[src/rtl/dot_product_stream_engine.sv]
// Streaming multi-lane dot-product engine: accumulates cfg_len beats of LANES element pairs
// and queues each finished sum in a small result FIFO drained over valid/ready.
module dot_product_stream_engine #(
    parameter int DATA_WIDTH   = 8,
    parameter int LANES        = 2,
    parameter int MAX_LEN      = 16,
    parameter int LEN_WIDTH    = $clog2(MAX_LEN + 1),
    parameter int RESULT_WIDTH = 2 * DATA_WIDTH + $clog2(LANES * MAX_LEN),
    parameter int FIFO_DEPTH   = 4
) (
    input  logic                             clk,
    input  logic                             rst_n,
    input  logic                             start,
    input  logic [LEN_WIDTH-1:0]             cfg_len,
    input  logic                             cfg_signed,
    output logic                             busy,
    input  logic                             in_valid,
    output logic                             in_ready,
    input  logic [LANES*DATA_WIDTH-1:0]      in_a,
    input  logic [LANES*DATA_WIDTH-1:0]      in_b,
    output logic                             res_valid,
    input  logic                             res_ready,
    output logic [RESULT_WIDTH-1:0]          res_data,
    output logic [$clog2(FIFO_DEPTH+1)-1:0]  res_level,
    output logic                             done,
    output logic                             cfg_err
);
    localparam int LEVEL_WIDTH = $clog2(FIFO_DEPTH + 1);
    localparam int PTR_WIDTH   = $clog2(FIFO_DEPTH);
    localparam int EXT_WIDTH   = RESULT_WIDTH - DATA_WIDTH;

    typedef enum logic {IDLE, ACCUM} state_t;

    state_t                   state_reg, state_next;
    logic [RESULT_WIDTH-1:0]  acc_reg;
    logic [LEN_WIDTH-1:0]     cnt_reg;
    logic [LEN_WIDTH-1:0]     len_reg;
    logic                     signed_reg;
    logic                     done_reg;
    logic                     cfg_err_reg;
    logic [PTR_WIDTH-1:0]     wr_ptr_reg, rd_ptr_reg;
    logic [LEVEL_WIDTH-1:0]   level_reg;
    logic [RESULT_WIDTH-1:0]  fifo_mem [FIFO_DEPTH];

    logic                     len_ok, start_ok, start_bad;
    logic                     last_beat, fifo_full, accept, push, pop;
    logic [RESULT_WIDTH-1:0]  beat_sum;
    logic [RESULT_WIDTH-1:0]  lane_prod [LANES];
    logic [RESULT_WIDTH-1:0]  partial   [LANES+1];

    // Extending both operands to the full result width makes the truncated product exact
    // for both signed and unsigned modes.
    assign partial[0] = '0;
    for (genvar gi = 0; gi < LANES; gi++) begin : g_lane
        logic [DATA_WIDTH-1:0]   a_elem, b_elem;
        logic [RESULT_WIDTH-1:0] a_ext, b_ext;
        assign a_elem = in_a[gi*DATA_WIDTH +: DATA_WIDTH];
        assign b_elem = in_b[gi*DATA_WIDTH +: DATA_WIDTH];
        assign a_ext  = signed_reg ? {{EXT_WIDTH{a_elem[DATA_WIDTH-1]}}, a_elem}
                                   : {{EXT_WIDTH{1'b0}}, a_elem};
        assign b_ext  = signed_reg ? {{EXT_WIDTH{b_elem[DATA_WIDTH-1]}}, b_elem}
                                   : {{EXT_WIDTH{1'b0}}, b_elem};
        assign lane_prod[gi]  = a_ext * b_ext;
        assign partial[gi+1]  = partial[gi] + lane_prod[gi];
    end
    assign beat_sum = partial[LANES];

    assign len_ok    = (cfg_len != '0) && (cfg_len <= LEN_WIDTH'(MAX_LEN));
    assign start_ok  = (state_reg == IDLE) && start && len_ok;
    assign start_bad = (state_reg == IDLE) && start && !len_ok;
    assign last_beat = (cnt_reg == len_reg - 1'b1);
    assign fifo_full = (level_reg == LEVEL_WIDTH'(FIFO_DEPTH));
    // Only the final beat needs FIFO space; earlier beats flow regardless of backpressure.
    assign in_ready  = (state_reg == ACCUM) && !(last_beat && fifo_full);
    assign accept    = in_valid && in_ready;
    assign push      = accept && last_beat;
    assign pop       = res_valid && res_ready;

    assign busy      = (state_reg == ACCUM);
    assign res_valid = (level_reg != '0);
    assign res_level = level_reg;
    assign res_data  = res_valid ? fifo_mem[rd_ptr_reg] : '0;
    assign done      = done_reg;
    assign cfg_err   = cfg_err_reg;

    always_ff @(posedge clk or negedge rst_n) begin
        if (!rst_n) begin
            state_reg <= IDLE;
        end else begin
            state_reg <= state_next;
        end
    end

    always_comb begin
        state_next = state_reg;
        case (state_reg)
            IDLE:    if (start_ok) state_next = ACCUM;
            ACCUM:   if (push)     state_next = IDLE;
            default: state_next = IDLE;
        endcase
    end

    always_ff @(posedge clk or negedge rst_n) begin
        if (!rst_n) begin
            acc_reg     <= '0;
            cnt_reg     <= '0;
            len_reg     <= '0;
            signed_reg  <= 1'b0;
            done_reg    <= 1'b0;
            cfg_err_reg <= 1'b0;
            wr_ptr_reg  <= '0;
            rd_ptr_reg  <= '0;
            level_reg   <= '0;
        end else begin
            done_reg    <= push;
            cfg_err_reg <= start_bad;
            if (start_ok) begin
                acc_reg    <= '0;
                cnt_reg    <= '0;
                len_reg    <= cfg_len;
                signed_reg <= cfg_signed;
            end else if (accept) begin
                if (last_beat) begin
                    acc_reg <= '0;
                    cnt_reg <= '0;
                end else begin
                    acc_reg <= acc_reg + beat_sum;
                    cnt_reg <= cnt_reg + 1'b1;
                end
            end
            if (push) wr_ptr_reg <= wr_ptr_reg + 1'b1;
            if (pop)  rd_ptr_reg <= rd_ptr_reg + 1'b1;
            case ({push, pop})
                2'b10:   level_reg <= level_reg + 1'b1;
                2'b01:   level_reg <= level_reg - 1'b1;
                default: level_reg <= level_reg;
            endcase
        end
    end

    always_ff @(posedge clk) begin
        if (push) fifo_mem[wr_ptr_reg] <= acc_reg + beat_sum;
    end
endmodule
[config.mk]
export PLATFORM = sky130hd
export DESIGN_NAME = dot_product_stream_engine
export DESIGN_NICKNAME = d
export VERILOG_FILES = /design/src/rtl/dot_product_stream_engine.sv
export SDC_FILE = /design/constraint.sdc
export NUM_CORES = 1
export LEC_CHECK = 0
export CORE_MARGIN = 1.5
export CORE_UTILIZATION = 40
export DETAILED_ROUTE_END_ITERATION = 6
export PLACE_DENSITY_LB_ADDON = 0.1
export SYNTH_ARGS = -nofsm -noshare
export SYNTH_HDL_FRONTEND = slang
export SYNTH_SLANG_ARGS = --single-unit
[constraint.sdc]
create_clock -name clk -period 23.4 [get_ports clk]
set_input_delay 7.02 -clock clk [delete_from_list [all_inputs] [get_ports clk]]
set_output_delay 7.02 -clock clk [all_outputs]
set_load 0.01 [all_outputs]
# After elaboration in Yosys (flattened, before gate mapping)

Memory sizes are Yosys's and may differ from the RTL's.
Cells that the tools add are included.

Output and inout bits: 29
Flip-flop bits (word level): 42
Memories: 1
Memory bits (writable): 84
Input port bits: 43

Reductions and logical operators: 15
Add/sub/neg operators: 8
Bitwise gates (word level): 1
Eq/ne operators: 4
$lt $le $gt $ge: 1
Multipliers: 2
Multiplexer cells: 17

Memory list:

| memory   | words | bits a word | read ports | clocked after memory_dff | write ports | RTL line | RTL |
|---|---|---|---|---|---|---|---|
| fifo_mem | 4     | 21          | 1          | 0                        | 1           | 43       | `logic [RESULT_WIDTH-1:0] fifo_mem [FIFO_DEPTH];` |

Operator list:

| operator                                                            | number |
|---|---|
| 21-bit 2-to-1 mux                                                   | 8 |
| 21-bit adder                                                        | 2 |
| 21-bit by 21-bit multiplier with 21-bit output                      | 2 |
| 5-bit 2-to-1 mux                                                    | 3 |
| 1-bit logical AND                                                   | 9 |
| 3-bit case mux with 2 select lines                                  | 1 |
| 5-bit by 1-bit adder with 5-bit output (second input constant)      | 1 |
| 5-bit == test                                                       | 1 |
| 5-bit <= comparator (second input constant)                         | 1 |
| 5-bit nonzero test                                                  | 1 |
| 5-bit by 1-bit subtractor with 5-bit output (second input constant) | 1 |
| 2-bit by 1-bit adder with 2-bit output (second input constant)      | 2 |
| 1-bit 2-to-1 mux                                                    | 4 |
| 2-bit nonzero test                                                  | 2 |
| 3-bit by 1-bit adder with 3-bit output (second input constant)      | 1 |
| 3-bit == test (second input constant)                               | 1 |
| 3-bit nonzero test                                                  | 1 |
| 3-bit by 1-bit subtractor with 3-bit output (second input constant) | 1 |
| 2-bit by 1-bit == test with 1-bit output (second input constant)    | 1 |
| 2-bit == test (second input constant)                               | 1 |
| 1-bit logical NOT                                                   | 2 |
| 1-bit case mux with 2 select lines                                  | 1 |
| 1-bit NOT                                                           | 1 |

# Depth between registers and ports, before layout

Depth after elaboration: 9
Mapped depth: 31

# Worst setup path before layout

Ideal clock, no wire load.

Path kind: in2reg
From: in in_a[15]
To: reg acc_reg[18]
Setup slack: 9191 ps
Arrival: 14088 ps
Stages: 28
Data required time: 23279 ps
Library setup time: 121 ps
Cells stage by stage: and2_1 -> clkbuf_1 -> nand2_1 -> fa_1 -> inv_1 -> ha_1 -> inv_1 -> fa_1 -> inv_1 -> fa_1 -> inv_1 -> fa_1 -> inv_1 -> fa_1 -> fa_1 -> fa_1 -> inv_1 -> fa_1 -> inv_1 -> ha_1 -> o21a_1 -> o21ai_0 -> o21bai_1 -> a221oi_1 -> o21ai_0 -> a41oi_1 -> xnor2_1 -> a22o_1

Cells in the longest elaborated chain, start to end: 7

RTL lines:

| what                                           | RTL line | RTL |
|---|---|---|
| start, declared                                | 19       | `input logic [LANES*DATA_WIDTH-1:0] in_a,` |
| 21-bit 2-to-1 mux                              | 59       | `assign a_ext = signed_reg ? {{EXT_WIDTH{a_elem[DATA_WIDTH-1]}}, a_elem}` |
| 21-bit by 21-bit multiplier with 21-bit output | 63       | `assign lane_prod[gi] = a_ext * b_ext;` |
| 21-bit adder                                   | 64       | `assign partial[gi+1] = partial[gi] + lane_prod[gi];` |
| 21-bit adder                                   | 127      | `acc_reg <= acc_reg + beat_sum;` |
| 21-bit 2-to-1 mux                              | 123      | `if (last_beat) begin` |
| 21-bit 2-to-1 mux                              | 122      | `end else if (accept) begin` |
| 21-bit 2-to-1 mux                              | 117      | `if (start_ok) begin` |
| end signal, assigned                           | 127      |  |
| end, declared                                  | 35       | `logic [RESULT_WIDTH-1:0] acc_reg;` |

Every way passes these cells. The select of a mux whose other input is x is not followed.
A chain may end at the register's enable or synchronous reset.

# Worst setup path after layout

Same ends and word-level chain as after synthesis.

==> results.json <==
{
  "status": "completed",
  "synth.top_cells.by_area": "fa_1 (36%), edfxtp_1 (16%), ha_1 (12%)",
  "cp.arrival_ns": 15.87,
  "coreArea_mm2": 0.0397,
  "critical_path_required_ns": 23.70,
  "setup_viol": 0,
  "cts.path.max_buffers": 2,
  "die_x_um": 203,
  "clkTransAtPathRegs_ns": 0.06,
  "numCtsBuffers": 17,
  "endpoint_kind": "register",
  "ant_nets": 0,
  "rows": 73,
  "largest_reg_flops": 84,
  "grt_antenna_before_repair": 0,
  "dr.first_iter.drc_count": 408,
  "synth.distinct_cells": 54,
  "synth_edf_count": 84,
  "finalNetCount": 1971,
  "grt_pass1_vias": 10900,
  "worst_slew_pin_slew_ns": 1.06,
  "gp_congestion": 0.833,
  "drc_errors": 0,
  "ys_ff_latch": 126,
  "dieArea_mm2": 0.0414,
  "post-route-period-util_pct": 66.6,
  "cap_violations": 0,
  "io_pins": 72,
  "cts.sinks": 126,
  "cts_resized": 0,
  "rsz0062_at_grt": "no",
  "syn_inst": 1418,
  "final_util_pct": 45.3,
  "fin_hold_ws_ns": 0.494,
  "synth_top_cell_by_area": "fa_1",
  "clk-insertion-delay-late_ns": 0.41,
  "grt_max_degree": 43,
  "min_path_type": "reg2reg",
  "ys.flop_type": "edfxtp_1",
  "n_antenna_cell": 0,
  "hold_buffers": 0,
  "maxSlewViolCount": 0,
  "synth_top_area_share_pct": 36.4,
  "grt_overflow": 0,
  "vias": 9651,
  "cts_root_buf": "clkbuf_16",
  "async_flop_share_pct": 33.3,
  "htree_levels": 4,
  "grt_pass1_wl_mm": 58.6,
  "critPathMaxFanout": 11,
  "cp-start-kind": "input pin",
  "yosys_warnings": 0,
  "wl_mm": 35.2,
  "tns_ns": 0,
  "r2r-start": "signed_reg",
  "layout_min_cycle_time_ns": 15.57,
  "avgSynthCellArea_um2": 11.3,
  "portBuffers": 71,
  "initial_utilization_pct": 40.5,
  "synth.cell_area_mm2": 0.0161,
  "wire_per_inst_um": 17.4,
  "grt_usage_pct": 18.4,
  "cts_setup_buffers": 0,
  "ys_seq_area_share_pct": 22.2,
  "setup.worst_path.start": "in_a[15]",
  "syn_to_final_growth_pct": 11.9,
  "synth_nets": 1901,
  "vias_per_cell": 4.76,
  "drt_first_pass_iters": 5,
  "die_y_um": 203,
  "critical_path_class": "in2reg",
  "max_slew_margin_pct": 29.1,
  "holdCritStartpoint": "acc_reg[17]",
  "fmax_mhz": 64.2,
  "hold_viol_final": 0,
  "clock_skew_ns": 0.0143,
  "dp_hpwl_mm": 30.3,
  "drive_gt1_share_pct": 4.93,
  "cts_tree": "yes"
}
==> metal layers <==
| layer | track usage, % | share of wire, % | up-vias |
|---|---|---|---|
| met2 | 31.1 | 51 | 113 |
| met3 | 2.36 | 2.8 | 22 |
| met4 | 3.20 | 1.2 | 0 |
| li1 | - | - | 4512 |
| met5 | 0 | 0 | - |
| met1 | 25.7 | 45 | 5004 |
==> layout by cell type, fill, tap and decap left out, types with 22 or more instances in the layout <==
cell type        netlist  final
inv_1                362    362
edfxtp_1              84     84
clkdlybuf4s50_1        0     70
nand2_1               92     92
ha_1                 148    148
fa_1                 292    292
a22o_1                22     22
dfrtp_1               42     42
xnor2_1               63     63
and2_1               118    118
==> cells in the mapped netlist, types with 2 or more instances <==
| master | count |
|---|---|
| nor3_1 | 6 |
| or3_1 | 3 |
| o21ai_0 | 10 |
| and3_1 | 16 |
| nor2_1 | 10 |
| o211ai_1 | 2 |
| clkbuf_1 | 18 |
| edfxtp_1 | 84 |
| a21boi_0 | 2 |
| a22o_1 | 22 |
| buf_2 | 6 |
| nand3b_1 | 2 |
| and2_1 | 118 |
| dfrtp_1 | 42 |
| nand2b_1 | 8 |
| buf_1 | 3 |
| a21bo_2 | 2 |
| inv_1 | 362 |
| nand4_1 | 2 |
| mux2_2 | 5 |
| o21ai_1 | 2 |
| nand3_1 | 4 |
| a31oi_1 | 2 |
| nor2b_1 | 6 |
| mux4_2 | 21 |
| o21bai_1 | 3 |
| a211o_1 | 2 |
| nor4_1 | 2 |
| xor2_1 | 16 |
| ha_1 | 148 |
| buf_6 | 2 |
| nand2_1 | 92 |
| mux2i_1 | 2 |
| fa_1 | 292 |
| a21oi_1 | 15 |
| a21o_1 | 6 |
| xnor2_1 | 63 |
==> logic make-up after synthesis <==
kind of cell / Yosys count / share of synthesized area [%]
AND/OR/NAND/NOR: 274 / 9.08
AO/OA/AOI/OAI: 77 / 3.64
buffers and inverters: 393 / 9.32
flip-flops: 126 / 22.2
adder cells (fa/ha/maj): 440 / 47.9
multiplexers: 28 / 3.42
XOR/XNOR: 80 / 4.44
==> final timing paths <==
kind	end	slack (ns)	depth (start not counted)
setup / recovery	acc_reg[18]	7.83	28
hold / removal	acc_reg[17]	0.49	2
setup reg to reg	acc_reg[18]	14.49	28
hold reg to reg	acc_reg[17]	0.49	2
max in group asynchronous	acc_reg[11]	15.99	1
min in group asynchronous	res_level[1]	6.76	1
==> critical path, stage by stage <==
cell and delay (ns):
clkdlybuf4s50_1 0.69, and2_1 0.45, nand2_1 0.23, fa_1 0.68, inv_1 0.14, ha_1 0.46, inv_1 0.24, fa_1 0.53
inv_1 0.05, fa_1 0.50, inv_1 0.05, fa_1 0.54, inv_1 0.05, fa_1 0.50, fa_1 0.43, fa_1 0.53
inv_1 0.06, fa_1 0.47, inv_1 0.04, ha_1 0.37, o21a_1 0.14, o21ai_0 0.28, o21bai_1 0.12, a221oi_1 0.46
o21ai_0 0.13, a41oi_1 0.24, xnor2_1 0.19, a22o_1 0.24
==> per-stage QoR <==
step	instance area [µm²]	setup slack [ns]	cells
finish	18000	7.83	2026
global route	18000	7.25	2026
global placement	17400	7.47	1994
floorplan	16100	9.19	1418
CTS	18000	7.80	2026
detailed placement	17400	7.40	1994
==> final cells by class <==
type / instances / area, µm²
Clock inverter: 10 / 98.8
Tap cell: 525 / 657
Fill cell: 3744 / 21700
Clock buffer: 22 / 507
Inverter: 363 / 1360
Sequential cell: 126 / 3570
Multi-Input combinational cell: 899 / 11000
Timing Repair Buffer: 81 / 781
Power is not shown: default switching activity piles up to over one toggle a cycle in this logic, so the estimate is an artifact.
